<file path="src/rtl/aud_capture_ch.sv">
// rtl/aud_capture_ch.sv - I2S ADC capture engine feeding an SRAM write port
module aud_capture_ch #(
    parameter int DATA_W = 16,
    parameter int ADDR_W = 20
) (
    input  logic              i_clk,
    input  logic              i_rst_n,
    input  logic              i_lrc,
    input  logic              i_data,
    input  logic [1:0]        i_mode,
    input  logic              i_start,
    input  logic              i_pause,
    input  logic              i_stop,
    output logic [ADDR_W-1:0] o_address,
    output logic [DATA_W-1:0] o_data,
    output logic              o_valid,
    output logic [ADDR_W:0]   o_length,
    output logic [1:0]        o_state,
    output logic              o_fin
);
    localparam int CNT_W = $clog2(DATA_W + 1);
    localparam logic [CNT_W-1:0] LAST_BIT  = CNT_W'(DATA_W - 1);
    localparam logic [CNT_W-1:0] SLOT_DONE = CNT_W'(DATA_W);

    typedef enum logic [1:0] {
        S_IDLE    = 2'd0,
        S_ARMED   = 2'd1,
        S_CAPTURE = 2'd2,
        S_PAUSED  = 2'd3
    } state_t;

    state_t            state, state_nxt;
    logic              lrc_p;
    logic              fall_edge, rise_edge;
    logic [1:0]        mode_q;
    logic              left_en, right_en;
    logic              pause_pend, pause_now;
    logic [CNT_W-1:0]  bit_cnt;
    logic              slot_en;
    logic [DATA_W-1:0] shreg;
    logic [ADDR_W-1:0] next_addr;
    logic              word_done, do_write, full_hit, chan_start;

    assign fall_edge = lrc_p & ~i_lrc;
    assign rise_edge = ~lrc_p & i_lrc;
    assign left_en   = (mode_q != 2'd1);
    assign right_en  = (mode_q == 2'd1) || (mode_q == 2'd2);
    assign pause_now = pause_pend | i_pause;

    // Last bit of an enabled slot arrives this cycle; stop discards it.
    assign word_done = (state == S_CAPTURE) && slot_en && (bit_cnt == LAST_BIT)
                       && !fall_edge && !rise_edge;
    assign do_write  = word_done && !i_stop;
    assign full_hit  = do_write && (next_addr == {ADDR_W{1'b1}});

    assign o_state = state;

    always_comb begin
        state_nxt  = state;
        chan_start = 1'b0;
        case (state)
            S_IDLE: begin
                if (i_start) state_nxt = S_ARMED;
            end
            S_ARMED: begin
                if (i_stop) begin
                    state_nxt = S_IDLE;
                end else if (i_pause) begin
                    state_nxt = S_PAUSED;
                end else if (fall_edge) begin
                    state_nxt  = S_CAPTURE;
                    chan_start = 1'b1;
                end
            end
            S_CAPTURE: begin
                // Pause only lands on a frame boundary so stereo pairs never split.
                if (i_stop || full_hit) begin
                    state_nxt = S_IDLE;
                end else if (fall_edge && pause_now) begin
                    state_nxt = S_PAUSED;
                end else if (fall_edge || rise_edge) begin
                    chan_start = 1'b1;
                end
            end
            S_PAUSED: begin
                if (i_stop) begin
                    state_nxt = S_IDLE;
                end else if (i_start) begin
                    state_nxt = S_ARMED;
                end
            end
            default: state_nxt = S_IDLE;
        endcase
    end

    always_ff @(posedge i_clk or negedge i_rst_n) begin
        if (!i_rst_n) begin
            state <= S_IDLE;
        end else begin
            state <= state_nxt;
        end
    end

    always_ff @(posedge i_clk or negedge i_rst_n) begin
        if (!i_rst_n) begin
            lrc_p      <= 1'b0;
            mode_q     <= 2'd0;
            pause_pend <= 1'b0;
            bit_cnt    <= '0;
            slot_en    <= 1'b0;
            shreg      <= '0;
            next_addr  <= '0;
            o_address  <= '0;
            o_data     <= '0;
            o_valid    <= 1'b0;
            o_length   <= '0;
            o_fin      <= 1'b0;
        end else begin
            lrc_p   <= i_lrc;
            o_valid <= 1'b0;
            o_fin   <= 1'b0;

            if (state == S_IDLE && i_start) begin
                mode_q    <= (i_mode == 2'd3) ? 2'd0 : i_mode;
                next_addr <= '0;
                o_length  <= '0;
            end

            if (state_nxt == S_IDLE || state_nxt == S_PAUSED) begin
                pause_pend <= 1'b0;
            end else if (i_pause && (state == S_ARMED || state == S_CAPTURE)) begin
                pause_pend <= 1'b1;
            end

            if (chan_start) begin
                bit_cnt <= '0;
                slot_en <= fall_edge ? left_en : right_en;
            end else if (state_nxt != S_CAPTURE) begin
                slot_en <= 1'b0;
            end else if (slot_en && bit_cnt != SLOT_DONE) begin
                shreg   <= {shreg[DATA_W-2:0], i_data};
                bit_cnt <= bit_cnt + CNT_W'(1);
            end

            if (do_write) begin
                o_data    <= {shreg[DATA_W-2:0], i_data};
                o_address <= next_addr;
                o_length  <= {1'b0, next_addr} + (ADDR_W+1)'(1);
                next_addr <= next_addr + ADDR_W'(1);
                o_valid   <= 1'b1;
            end

            if ((i_stop && state != S_IDLE) || full_hit) begin
                o_fin <= 1'b1;
            end
        end
    end
endmodule
</file>
<file path="config.mk">
export PLATFORM = sky130hd
export DESIGN_NAME = aud_capture_ch
export DESIGN_NICKNAME = d
export VERILOG_FILES = /design/src/rtl/aud_capture_ch.sv
export SDC_FILE = /design/constraint.sdc
export NUM_CORES = 1
export LEC_CHECK = 0
export ABC_AREA = 1
export BUFFER_PORTS_ARGS = -buffer_cell sky130_fd_sc_hd__buf_2
export CORE_AREA = 2 2 118 120
export CTS_BUF_LIST = sky130_fd_sc_hd__clkbuf_2 sky130_fd_sc_hd__clkbuf_4 sky130_fd_sc_hd__clkbuf_8
export DETAILED_ROUTE_END_ITERATION = 8
export DIE_AREA = 0 0 120 122
export GPL_ROUTABILITY_DRIVEN = 0
export PLACE_DENSITY = 0.54
export RECOVER_POWER = 50
export SYNTH_ARGS = -nofsm -noshare
export SYNTH_HDL_FRONTEND = slang
export SYNTH_SLANG_ARGS = --single-unit
</file>
<file path="constraint.sdc">
create_clock -name i_clk -period 3.62 [get_ports i_clk]
set_input_delay 0.362 -clock i_clk [delete_from_list [all_inputs] [get_ports i_clk]]
set_output_delay 0.362 -clock i_clk [all_outputs]
set_load 0.02 [all_outputs]
</file>
==> impl_metrics.env <==
export IMPL_outcome="finished with violations"
export IMPL_violations="capacitance limit, slew limit"
export IMPL_cts_made_buffers=9
export IMPL_synth_seq_cells=86
export IMPL_grt_usage=0.133
export IMPL_yosys_warnings=0
export IMPL_tightest_slew_ns=1.60
export IMPL_initial_core_util=0.290
export IMPL_grt_max_degree=64
export IMPL_antenna_found_initial=0
export IMPL_swShare=0.294
export IMPL_cap_violations=1
export IMPL_power_uw=2010
export IMPL_yosys_area_top_type="dfrtp_1"
export IMPL_dpl_hpwl_um=6470
export IMPL_finalClockSkew_ns=0.0113
export IMPL_drtIter0Drc=275
export IMPL_peakVddDrop_mv=0.137
export IMPL_cts_resized=0
export IMPL_r2r_start="bit_cnt[0]"
export IMPL_layout_common_cells="nand2_1 (178), dfrtp_1 (86), inv_1 (39)"
export IMPL_final_area_um2=4590
export IMPL_netlist_instances=464
export IMPL_ant_nets=0
export IMPL_tns_ns=0
export IMPL_fmax_mhz=357
export IMPL_layout_commonest_cell="nand2_1"
export IMPL_required_ns=3.92
export IMPL_wl_um=9220
export IMPL_vias=3275
export IMPL_crit_top_cell="nand2_1"
export IMPL_power_density_nw_per_um2=437
export IMPL_cts_sinks=86
export IMPL_p_leak_uw=0.00242
export IMPL_synth_area_top_cells="dfrtp_1 (55%), nand2_1 (17%), nand3_1 (4.2%)"
export IMPL_wl_per_cell_um=12.8
export IMPL_cts_tree="yes"
export IMPL_critPathLaunch="bit_cnt[0]"
export IMPL_cts_buffer_depth=2
export IMPL_fin_crit_sh=0.773
export IMPL_die_y_um=122
export IMPL_grt_pass1_wl_um=15700
export IMPL_holdCritStartpoint="i_mode[1]"
export IMPL_grt_overflow=0
export IMPL_post_dp_cell_area_um2=4440
export IMPL_timing_final_max_slew_violations=64
export IMPL_rows=43
export IMPL_critPathArrivalTime_ns=3.10
export IMPL_synth_simple_area_share=0.280
export IMPL_grt_pass1_vias=3251
export IMPL_p_switching_uw=590
export IMPL_crit_buf_inv=3
export IMPL_yosysTopAreaCellShare=0.550
export IMPL_worst_slack_ns=0.823
export IMPL_p_int_uw=1420
export IMPL_async_flop_share=1.00
export IMPL_avgSynthCellArea_um2=8.43
export IMPL_syn2layout_area_growth_pct=17.4
export IMPL_end_kind="register"
export IMPL_fin_crit_ns=2.80
export IMPL_maxSlewHeadroom=-0.0687
export IMPL_layout_drive_gt1_share=0.137
export IMPL_crit_chain="ha_1 -> nand2_1 -> nor2_1 -> ha_1 -> nand2_1 -> nor2_1 -> nand2_2 -> nor2_4 -> nand2_2 -> nand2_1 -> nor2_1 -> nand2_1 -> a22oi_1 -> ha_1 -> nand2_1 -> inv_1 -> nand2_1 -> inv_1 -> buf_4 -> nand3_1 -> nand2_1"
export IMPL_synth_edff_count=0
export IMPL_path_clk_slew_ns=0.09
export IMPL_slowest_stage="dfrtp_1"
export IMPL_postCtsHoldBufs=0
export IMPL_fp_dieW_um=120
export IMPL_avgViaCountPerCell=4.55
export IMPL_rsz0062_at_grt="no"
export IMPL_htreeDepth=3
export IMPL_synth_compound_area_frac=0.0668
export IMPL_synth_area_um2=3910
export IMPL_drc=0
export IMPL_ioPinCount=70
export IMPL_critical_path_class="register to register"
export IMPL_fin_nets=553
export IMPL_hold_class="primary input to register"
export IMPL_synth_top_family_by_area="simple AND/OR/NAND/NOR gates"
export IMPL_place_ws_ns=0.828
export IMPL_slowest_delay_ns=0.42
export IMPL_dr_pass1_iters=6
export IMPL_synth_xor_area_frac=0.00671
export IMPL_setup_violations=0
export IMPL_clkPwrFrac=0.335
export IMPL_synth_mux_area_frac=0.00767
export IMPL_portBuffers=69
export IMPL_crit_family="simple AND/OR/NAND/NOR gates"
export IMPL_synth_fa_ha_area_frac=0.0320
export IMPL_cts_root_buf="clkbuf_8"
export IMPL_p_comb_frac=0.153
export IMPL_antennaDiodeCount=0
export IMPL_dieArea_um2=14600
export IMPL_core_area_um2=13500
export IMPL_critPathMaxFanout=13
export IMPL_synth_cell_types=33
export IMPL_clk_latency_ns=0.36
export IMPL_synthFlopType="dfrtp_1"
export IMPL_report_final_hold_viol_count=0
export IMPL_yosysSeqAreaShare=0.550
export IMPL_startpoint_type="register"
export IMPL_seqPwrFrac=0.512
export IMPL_post_cts_buffers=0
export IMPL_synth_nets=483
[per-layer routing]
metal | part of all wire | routed length [um] | track usage | up-vias
met5 | 0 | 0 | 0 | -
met4 | 0.015 | 141 | 0.0551 | 0
met3 | 0.044 | 405 | 0.0229 | 13
met2 | 0.49 | 4500 | 0.227 | 73
met1 | 0.45 | 4170 | 0.165 | 1574
li1 | - | - | - | 1615
[worst paths after layout]
kind | to | slack, ns | depth (start not counted)
max | shreg[6] | 0.82 | 21
min | mode_q[0] | 0.21 | 2
max reg2reg | shreg[6] | 0.82 | 21
min reg2reg | o_address[7] | 0.48 | 2
max in group asynchronous | bit_cnt[2] | 1.32 | 2
min in group asynchronous | o_address[13] | 0.39 | 1
[kinds of logic (layout without fill, tap and decap cells)]
| logic type | Yosys count | after routing |
|---|---|---|
| and+or+nand+nor | 261 | 261 |
| DFF | 86 | 86 |
| buffers and inverters | 54 | 129 |
| AOI/OAI and AO/OA | 47 | 47 |
| adders and majority gates | 10 | 10 |
| xor gates and xnor gates | 3 | 3 |
| muxes | 3 | 3 |
[worst register-to-register path, stage by stage, from the launching register on]
cell	delay, ns
dfrtp_1	0.42
ha_1	0.22
nand2_1	0.07
nor2_1	0.04
ha_1	0.16
nand2_1	0.06
nor2_1	0.05
nand2_2	0.09
nor2_4	0.05
nand2_2	0.08
nand2_1	0.05
nor2_1	0.12
nand2_1	0.07
a22oi_1	0.17
ha_1	0.18
nand2_1	0.05
inv_1	0.08
nand2_1	0.10
inv_1	0.25
buf_4	0.25
nand3_1	0.10
nand2_1	0.08
[flip-flops by register name, indices dropped and copies added, names as in the netlist]
signal      count
o_length       21
o_state         2
pause_pend      1
bit_cnt         5
lrc_p           1
o_data         16
mode_q          2
shreg          15
o_fin           1
slot_en         1
o_address      20
o_valid         1
[per-stage QoR]
| step | instances | hold WS [ns] | utilization |
|---|---|---|---|
| 6_report | 719 | 0.210 | 0.340 |
| 5_1_grt | 719 | 0.215 | 0.340 |
| 4_1_cts | 719 | 0.117 | 0.343 |
| 3_5_place_dp | 703 | 0.461 | 0.329 |
| 3_3_place_gp | 703 | 0.460 | 0.329 |
| 2_1_floorplan | 464 | 0.0664 | - |
[Yosys cell counts, types with 2 or more instances]
library cell / number
xor2_1: 3
inv_1: 39
a21oi_1: 12
dfrtp_1: 86
o21ai_0: 23
ha_1: 10
buf_2: 5
nor2_1: 26
nand2_1: 178
or2_2: 2
nand2_4: 2
nor3_1: 4
nand3_1: 33
clkbuf_1: 5
buf_4: 2
o31ai_1: 3
mux2i_1: 3
o22ai_1: 2
nand4_1: 6
nor2_2: 3
nand2_2: 5
[cell type report]
| cell class | count | area, um2 |
|---|---|---|
| clock buffer | 10 | 131 |
| timing repair buffer | 73 | 334 |
| fill | 1450 | 8910 |
| sequential | 86 | 2150 |
| inverter | 40 | 150 |
| multi-input combinational | 324 | 1540 |
| tap | 180 | 225 |
| clock inverter | 6 | 62.6 |
[power groups by stage]
stage | Combinational (uW) | Sequential (uW) | Clock (uW)
3_3_place_gp | 310 | 1040 | 0
6_report | 307 | 1030 | 673
4_1_cts | 318 | 1030 | 693
5_1_grt | 355 | 1030 | 734
2_1_floorplan | 199 | 1060 | 0
3_5_place_dp | 317 | 1050 | 0
Power figures use the tool's default switching activity.
